<file path="src/rtl/exec_pkg.sv">
// Shared constants for the execute/write-back stage: opcodes, FSM encoding and default widths.
package exec_pkg;

   localparam int unsigned DATA_W_DEF = 16;
   localparam int unsigned ADDR_W_DEF = 3;
   localparam int unsigned MUL_CYCLES = DATA_W_DEF;

   localparam logic [2:0] OP_ADD = 3'd0;
   localparam logic [2:0] OP_SUB = 3'd1;
   localparam logic [2:0] OP_AND = 3'd2;
   localparam logic [2:0] OP_OR  = 3'd3;
   localparam logic [2:0] OP_XOR = 3'd4;
   localparam logic [2:0] OP_SHL = 3'd5;
   localparam logic [2:0] OP_SHR = 3'd6;
   localparam logic [2:0] OP_MUL = 3'd7;

   typedef enum logic [1:0] {
      ST_IDLE = 2'd0,
      ST_MUL  = 2'd1,
      ST_WB   = 2'd2
   } state_t;

endpackage

</file>
<file path="src/rtl/iter_mul.sv">
// Iterative shift-add multiplier: one multiplier bit per cycle, LSB first, low W bits of a*b.
module iter_mul
   import exec_pkg::*;
#(
   parameter int unsigned W      = DATA_W_DEF,
   parameter int unsigned Cycles = MUL_CYCLES
) (
   input  logic         clk,
   input  logic         rst,
   input  logic         start,
   input  logic [W-1:0] a,
   input  logic [W-1:0] b,
   output logic         done,
   output logic [W-1:0] product
);

   localparam int unsigned CntW = $clog2(Cycles);

   logic [W-1:0]    aQ, bQ, accQ, accD;
   logic [CntW-1:0] cntQ;
   logic            runQ;

   always_comb begin
      accD = accQ + (bQ[0] ? aQ : '0);
   end

   // product presents the post-step accumulator so the final step is visible alongside done
   assign done    = runQ && (cntQ == CntW'(Cycles - 1));
   assign product = accD;

   always_ff @(posedge clk or negedge rst) begin
      if (!rst) begin
         aQ   <= '0;
         bQ   <= '0;
         accQ <= '0;
         cntQ <= '0;
         runQ <= 1'b0;
      end else if (start) begin
         aQ   <= a;
         bQ   <= b;
         accQ <= '0;
         cntQ <= '0;
         runQ <= 1'b1;
      end else if (runQ) begin
         accQ <= accD;
         aQ   <= aQ << 1;
         bQ   <= bQ >> 1;
         cntQ <= cntQ + 1'b1;
         if (done) runQ <= 1'b0;
      end
   end

endmodule

</file>
<file path="src/rtl/exec_wb_unit.sv">
// Execute/write-back stage closing the loop into the register-file write port.
// Optional flag outputs (flag_z/flag_n/flag_c) are built when EXEC_FLAGS_EN is defined.
module exec_wb_unit
   import exec_pkg::*;
#(
   parameter int unsigned DATA_W = DATA_W_DEF,
   parameter int unsigned ADDR_W = ADDR_W_DEF
) (
   input  logic              clk,
   input  logic              rst,
   input  logic              issue_valid,
   output logic              issue_ready,
   input  logic [2:0]        issue_op,
   input  logic [ADDR_W-1:0] issue_rs_even,
   input  logic [ADDR_W-1:0] issue_rs_odd,
   input  logic [ADDR_W-1:0] issue_rd,
   output logic [ADDR_W-1:0] ReadRegEven,
   output logic [ADDR_W-1:0] ReadRegOdd,
   input  logic [DATA_W-1:0] ReadDataEven,
   input  logic [DATA_W-1:0] ReadDataOdd,
   output logic              WriteEn,
   output logic [ADDR_W-1:0] WriteReg,
   output logic [DATA_W-1:0] WriteData,
`ifdef EXEC_FLAGS_EN
   output logic              flag_z,
   output logic              flag_n,
   output logic              flag_c,
`endif
   output logic              busy
);

   localparam int unsigned ShW = $clog2(DATA_W);

   state_t            stateQ, stateD;
   logic [ADDR_W-1:0] rdQ, rsEvenQ, rsOddQ, nextRd;
   logic [DATA_W-1:0] aluRes, nextRes, mulProduct;
   logic              accept, enterWb, mulStart, mulDone;

   assign issue_ready = rst && (stateQ == ST_IDLE);
   assign accept      = issue_valid && issue_ready;
   assign busy        = (stateQ != ST_IDLE);
   assign ReadRegEven = (stateQ == ST_IDLE) ? issue_rs_even : rsEvenQ;
   assign ReadRegOdd  = (stateQ == ST_IDLE) ? issue_rs_odd : rsOddQ;
   assign mulStart    = accept && (issue_op == OP_MUL);

   iter_mul #(
      .W      (DATA_W),
      .Cycles (DATA_W)
   ) u_mul (
      .clk     (clk),
      .rst     (rst),
      .start   (mulStart),
      .a       (ReadDataEven),
      .b       (ReadDataOdd),
      .done    (mulDone),
      .product (mulProduct)
   );

   // Single-cycle ops resolve straight from the accept-cycle operands
   always_comb begin
      aluRes = '0;
      unique case (issue_op)
         OP_ADD:  aluRes = ReadDataEven + ReadDataOdd;
         OP_SUB:  aluRes = ReadDataEven - ReadDataOdd;
         OP_AND:  aluRes = ReadDataEven & ReadDataOdd;
         OP_OR:   aluRes = ReadDataEven | ReadDataOdd;
         OP_XOR:  aluRes = ReadDataEven ^ ReadDataOdd;
         OP_SHL:  aluRes = ReadDataEven << ReadDataOdd[ShW-1:0];
         OP_SHR:  aluRes = ReadDataEven >> ReadDataOdd[ShW-1:0];
         default: aluRes = '0;
      endcase
   end

   always_comb begin
      stateD = stateQ;
      unique case (stateQ)
         ST_IDLE: if (accept) stateD = (issue_op == OP_MUL) ? ST_MUL : ST_WB;
         ST_MUL:  if (mulDone) stateD = ST_WB;
         ST_WB:   stateD = ST_IDLE;
         default: stateD = ST_IDLE;
      endcase
   end

   assign enterWb = (stateD == ST_WB);
   assign nextRes = (stateQ == ST_MUL) ? mulProduct : aluRes;
   assign nextRd  = (stateQ == ST_IDLE) ? issue_rd : rdQ;

`ifdef EXEC_FLAGS_EN
   logic aluCarry;

   // Unsigned overflow of ADD shows up as a wrapped sum below an operand
   always_comb begin
      aluCarry = 1'b0;
      if (stateQ == ST_IDLE) begin
         if (issue_op == OP_ADD) aluCarry = (aluRes < ReadDataEven);
         else if (issue_op == OP_SUB) aluCarry = (ReadDataEven < ReadDataOdd);
      end
   end

   always_ff @(posedge clk or negedge rst) begin
      if (!rst) begin
         flag_z <= 1'b0;
         flag_n <= 1'b0;
         flag_c <= 1'b0;
      end else if (enterWb) begin
         flag_z <= (nextRes == '0);
         flag_n <= nextRes[DATA_W-1];
         flag_c <= aluCarry;
      end
   end
`endif

   always_ff @(posedge clk or negedge rst) begin
      if (!rst) begin
         stateQ    <= ST_IDLE;
         rdQ       <= '0;
         rsEvenQ   <= '0;
         rsOddQ    <= '0;
         WriteEn   <= 1'b0;
         WriteReg  <= '0;
         WriteData <= '0;
      end else begin
         stateQ  <= stateD;
         WriteEn <= enterWb;
         if (accept) begin
            rdQ     <= issue_rd;
            rsEvenQ <= issue_rs_even;
            rsOddQ  <= issue_rs_odd;
         end
         if (enterWb) begin
            WriteReg  <= nextRd;
            WriteData <= nextRes;
         end
      end
   end

endmodule

</file>
<file path="config.mk">
export PLATFORM = sky130hd
export DESIGN_NAME = exec_wb_unit
export DESIGN_NICKNAME = d
export VERILOG_FILES = /design/src/rtl/exec_pkg.sv /design/src/rtl/iter_mul.sv /design/src/rtl/exec_wb_unit.sv
export SDC_FILE = /design/constraint.sdc
export NUM_CORES = 1
export LEC_CHECK = 0
export CAP_MARGIN = 20
export CELL_PAD_IN_SITES_DETAIL_PLACEMENT = 1
export CELL_PAD_IN_SITES_GLOBAL_PLACEMENT = 1
export CORE_MARGIN = 10
export CORE_UTILIZATION = 40
export DETAILED_ROUTE_END_ITERATION = 16
export PLACE_DENSITY = 0.83
export SKIP_CTS_REPAIR_TIMING = 1
export SLEW_MARGIN = 20
export SYNTH_ARGS = -nofsm -noshare
export SYNTH_HDL_FRONTEND = slang
export SYNTH_SLANG_ARGS = --single-unit
</file>
<file path="constraint.sdc">
create_clock -name clk -period 2.55 [get_ports clk]
set_input_delay 0.765 -clock clk [delete_from_list [all_inputs] [get_ports clk]]
set_output_delay 0.765 -clock clk [all_outputs]
set_load 0.01 [all_outputs]
</file>
==> impl_metrics.csv <==
group,metric,value,unit
status,status,"finished, violations left",
status,violations,"setup timing",
final_layout,antenna_cells,0,
sta,holdWs,0.422,ns
drt,drt_iter0_drc,963,
global_routing,grt_pass1_wl,48600,µm
logic_synthesis,synth_largest_area_cell,"dfrtp_1",
hold_path,hold_class,"input pin to asynchronous set/reset pin",
power_and_ir_drop,clkPwrFrac,12.8,%
floorplan,die_y,159,µm
final_layout,area_delta_synth_final,51.2,%
place,numPortBuffers,74,
floorplan,fp.dieArea,25400,µm²
power_and_ir_drop,swShare,44.4,%
setup_path,rrSetupSlack,-0.35,ns
floorplan,core,18900,µm²
setup_path,r2r_cells,10,
logic_synthesis,synth_ff_type,"dfrtp_1",
sta,fmax,303,MHz
setup_path,path_cells,"buf_6, nor3_2, buf_4, and4_4, buf_4, a41oi_2, xnor2_1, ha_2, and2_1, a22oi_2, nor4_2, or4b_4, o2bb2ai_2",
final_layout,final_cells,1449,
floorplan,rows,50,
clocking,cts.path.max_buffers,2,
logic_synthesis,ys_warn_count,0,
logic_synthesis,synthTopCellsByArea,"dfrtp_1, ha_1, mux2i_1",
setup_path,cpMostUsedCell,"buf_4",
power_and_ir_drop,peakVddDrop,0.478,mV
place,dp.cells,1405,
job,max-cap-violations,0,
drt,drc_errors,0,
sta,finalCriticalPeriod,3.30,ns
sta,slew_headroom,40.1,%
final_layout,regArea,2100,µm²
global_routing,overflow,0,
power_and_ir_drop,power.total,11.2,mW
sta,slew_viol_final,0,
final_layout,fillCellCount,2150,
logic_synthesis,yosysMostFrequentCell,"nor2_1",
place,dpl_cell_area,10400,µm²
drt,firstDrtPassIters,5,
clocking,clock-root-buffer,"clkbuf_16",
logic_synthesis,syn-cell-area,7780,µm²
logic_synthesis,syn_area_per_cell,8.55,µm²
logic_synthesis,yosysUniqueCellTypes,66,
logic_synthesis,synth_edf_count,0,
logic_synthesis,syn_inst,910,
final_layout,nets,1298,
drt,ant_nets,0,
sta,hold_viol_final,0,
global_routing,grt_max_degree,65,
drt,dr_total_vias,8989,
drt,post_drt_wl_per_cell,26.7,µm
setup_path,r2r-end,"WriteData[12]$_DFFE_PN0P_",
sta,worst_pin_slew,0.898,ns
floorplan,die_w,159,µm
final_layout,postLayoutCellArea,11800,µm²
setup_path,cpPeakStageDelay,0.56,ns
clocking,cts_buffers,9,
setup_path,start_kind,"input pin",
setup_path,cp-end-kind,"flip-flop",
clocking,clk_latency,0.36,ns
setup_path,critical_path_class,"input pin to flip-flop",
clocking,cts_sinks,84,
sta,rsz0062_at_grt,"true",
logic_synthesis,synthArstFlopShare,100,%
floorplan,io-pin-count,75,
final_layout,drive_above_1_share,37.2,%
final_layout,multi_input_area,6100,µm²
setup_path,timing.rr.start,"u_mul.bQ[0]$_DFFE_PN0P_",
sta,setup_viol,20,
power_and_ir_drop,p_leak,5.49,nW
global_routing,grt_pass1_vias,8760,
setup_path,worstPathRequired,2.80,ns
logic_synthesis,synth_nets,1024,
power_and_ir_drop,seq_power_share,22.2,%
setup_path,cp_max_fo,5,
power_and_ir_drop,combPwrFrac,65.0,%
place,dp_slack,-1.52,ns
sta,finalSetupTns,-7.93,ns
drt,viasPerCell,6.20,
final_layout,fin_util,62.2,%
power_and_ir_drop,p_int,6.23,mW
clocking,htree_levels,3,
clocking,path_clk_slew,0.08,ns
global_routing,track_usage,23.5,%
logic_synthesis,synth_common_cells,"nor2_1, a21oi_1, dfrtp_1",
logic_synthesis,seq_area_frac_synth,27.0,%
setup_path,cp_slowest_cell,"or4b_4",
clocking,cts_tree,"done",
power_and_ir_drop,powerDensity,952,nW/µm²
drt,routed_wl,38700,µm
logic_synthesis,synth_seq_cells,84,
sta,clock-skew-final,0.0139,ns
place,place_congestion,0.970,
sta,fin_crit_sh,130,%
place,dp_hpwl,24500,µm
logic_synthesis,synth_top_area_share,27.0,%
sta,finalWorstSetupSlack,-0.753,ns
global_routing,antenna_found_initial,0,
floorplan,start_util,41.2,%
setup_path,crit_arrival,3.55,ns
power_and_ir_drop,switching_power,4.97,mW
cell families (layout without fill, tap and decap cells):
family                     Yosys count  after routing  share of synthesized area [%]
AOI/OAI and AO/OA                  241            241                           19.6
xor gates and xnor gates            40             40                           4.51
adders and majority gates           67             67                           11.0
buffers and inverters              101            380                           5.65
DFF                                 84             84                           27.0
muxes                              100            100                           15.9
and+or+nand+nor                    277            277                           16.3
sequential cells by signal (all words and copies together), names as in the netlist:
signal,cells
WriteData,16
u_mul.aQ,16
u_mul.accQ,16
u_mul.bQ,16
u_mul.cntQ,4
WriteReg,3
rdQ,3
rsEvenQ,3
rsOddQ,3
stateQ,2
WriteEn,1
u_mul.runQ,1
cells in the final DEF (no fill, tap or decap), types with 10 or more instances in the layout:
master,Yosys,routed
buf_6,4,21
clkdlybuf4s50_1,0,49
dlymetal6s2s_1,0,15
mux4_2,18,18
and2_1,19,11
o21ai_0,42,31
nand3_1,15,12
nor2_1,116,110
a21oi_1,84,64
a21oi_2,0,13
mux2i_1,71,69
xnor2_1,31,22
ha_4,0,11
buf_4,0,223
o21ai_1,9,10
dfrtp_1,84,82
ha_1,65,49
nand2_1,66,62
inv_1,44,41
layer usage:
layer / wire length [µm] / global-route usage [%] / share of wire (%)
met5: 0 / 0 / 0
met4: 2010 / 10.8 / 5.2
met3: 2540 / 3.23 / 6.6
met2: 19500 / 40.2 / 50
met1: 14600 / 28.7 / 38
critical path: cells and delay by family:
family / cells / cell delay [ns]
xor+xnor: 1 / 0.23
compound gates: 3 / 0.52
fa+ha+maj: 1 / 0.35
simple gates: 5 / 1.29
buf+inv: 3 / 0.39
power by group through the flow:
stage               registers (mW)  logic (mW)  clock network [mW]
finish                        2.49        7.29                1.43
global route                  2.53        7.74                1.48
CTS                           2.38        5.61                1.39
detailed placement            2.39        5.54                   0
global placement              2.34        5.27                   0
floorplan                     2.32        3.26                   0
final cells by class:
cell class,instances,area share [%]
multi-input combinational,725,51.9
clock buffer,9,1.92
tap,260,2.77
inverter,47,1.63
clock inverter,7,0.702
sequential,84,17.9
timing repair buffer,317,23.2
worst max path at each step:
stage / from / endpoint / slack (ns) / depth (start not counted)
final: ReadDataOdd[3] / WriteData[14]$_DFFE_PN0P_ / -0.75 / 13
after global routing: ReadDataOdd[3] / WriteData[14]$_DFFE_PN0P_ / -0.85 / 14
after CTS: ReadDataOdd[4] / WriteData[14]$_DFFE_PN0P_ / -1.16 / 14
after detailed placement: ReadDataOdd[4] / WriteData[14]$_DFFE_PN0P_ / -1.52 / 14
after global placement: ReadDataOdd[4] / WriteData[14]$_DFFE_PN0P_ / -1.32 / 14
after floorplan: ReadDataOdd[0] / WriteData[14]$_DFFE_PN0P_ / -0.80 / 15
(Power assumes the default switching activity.)
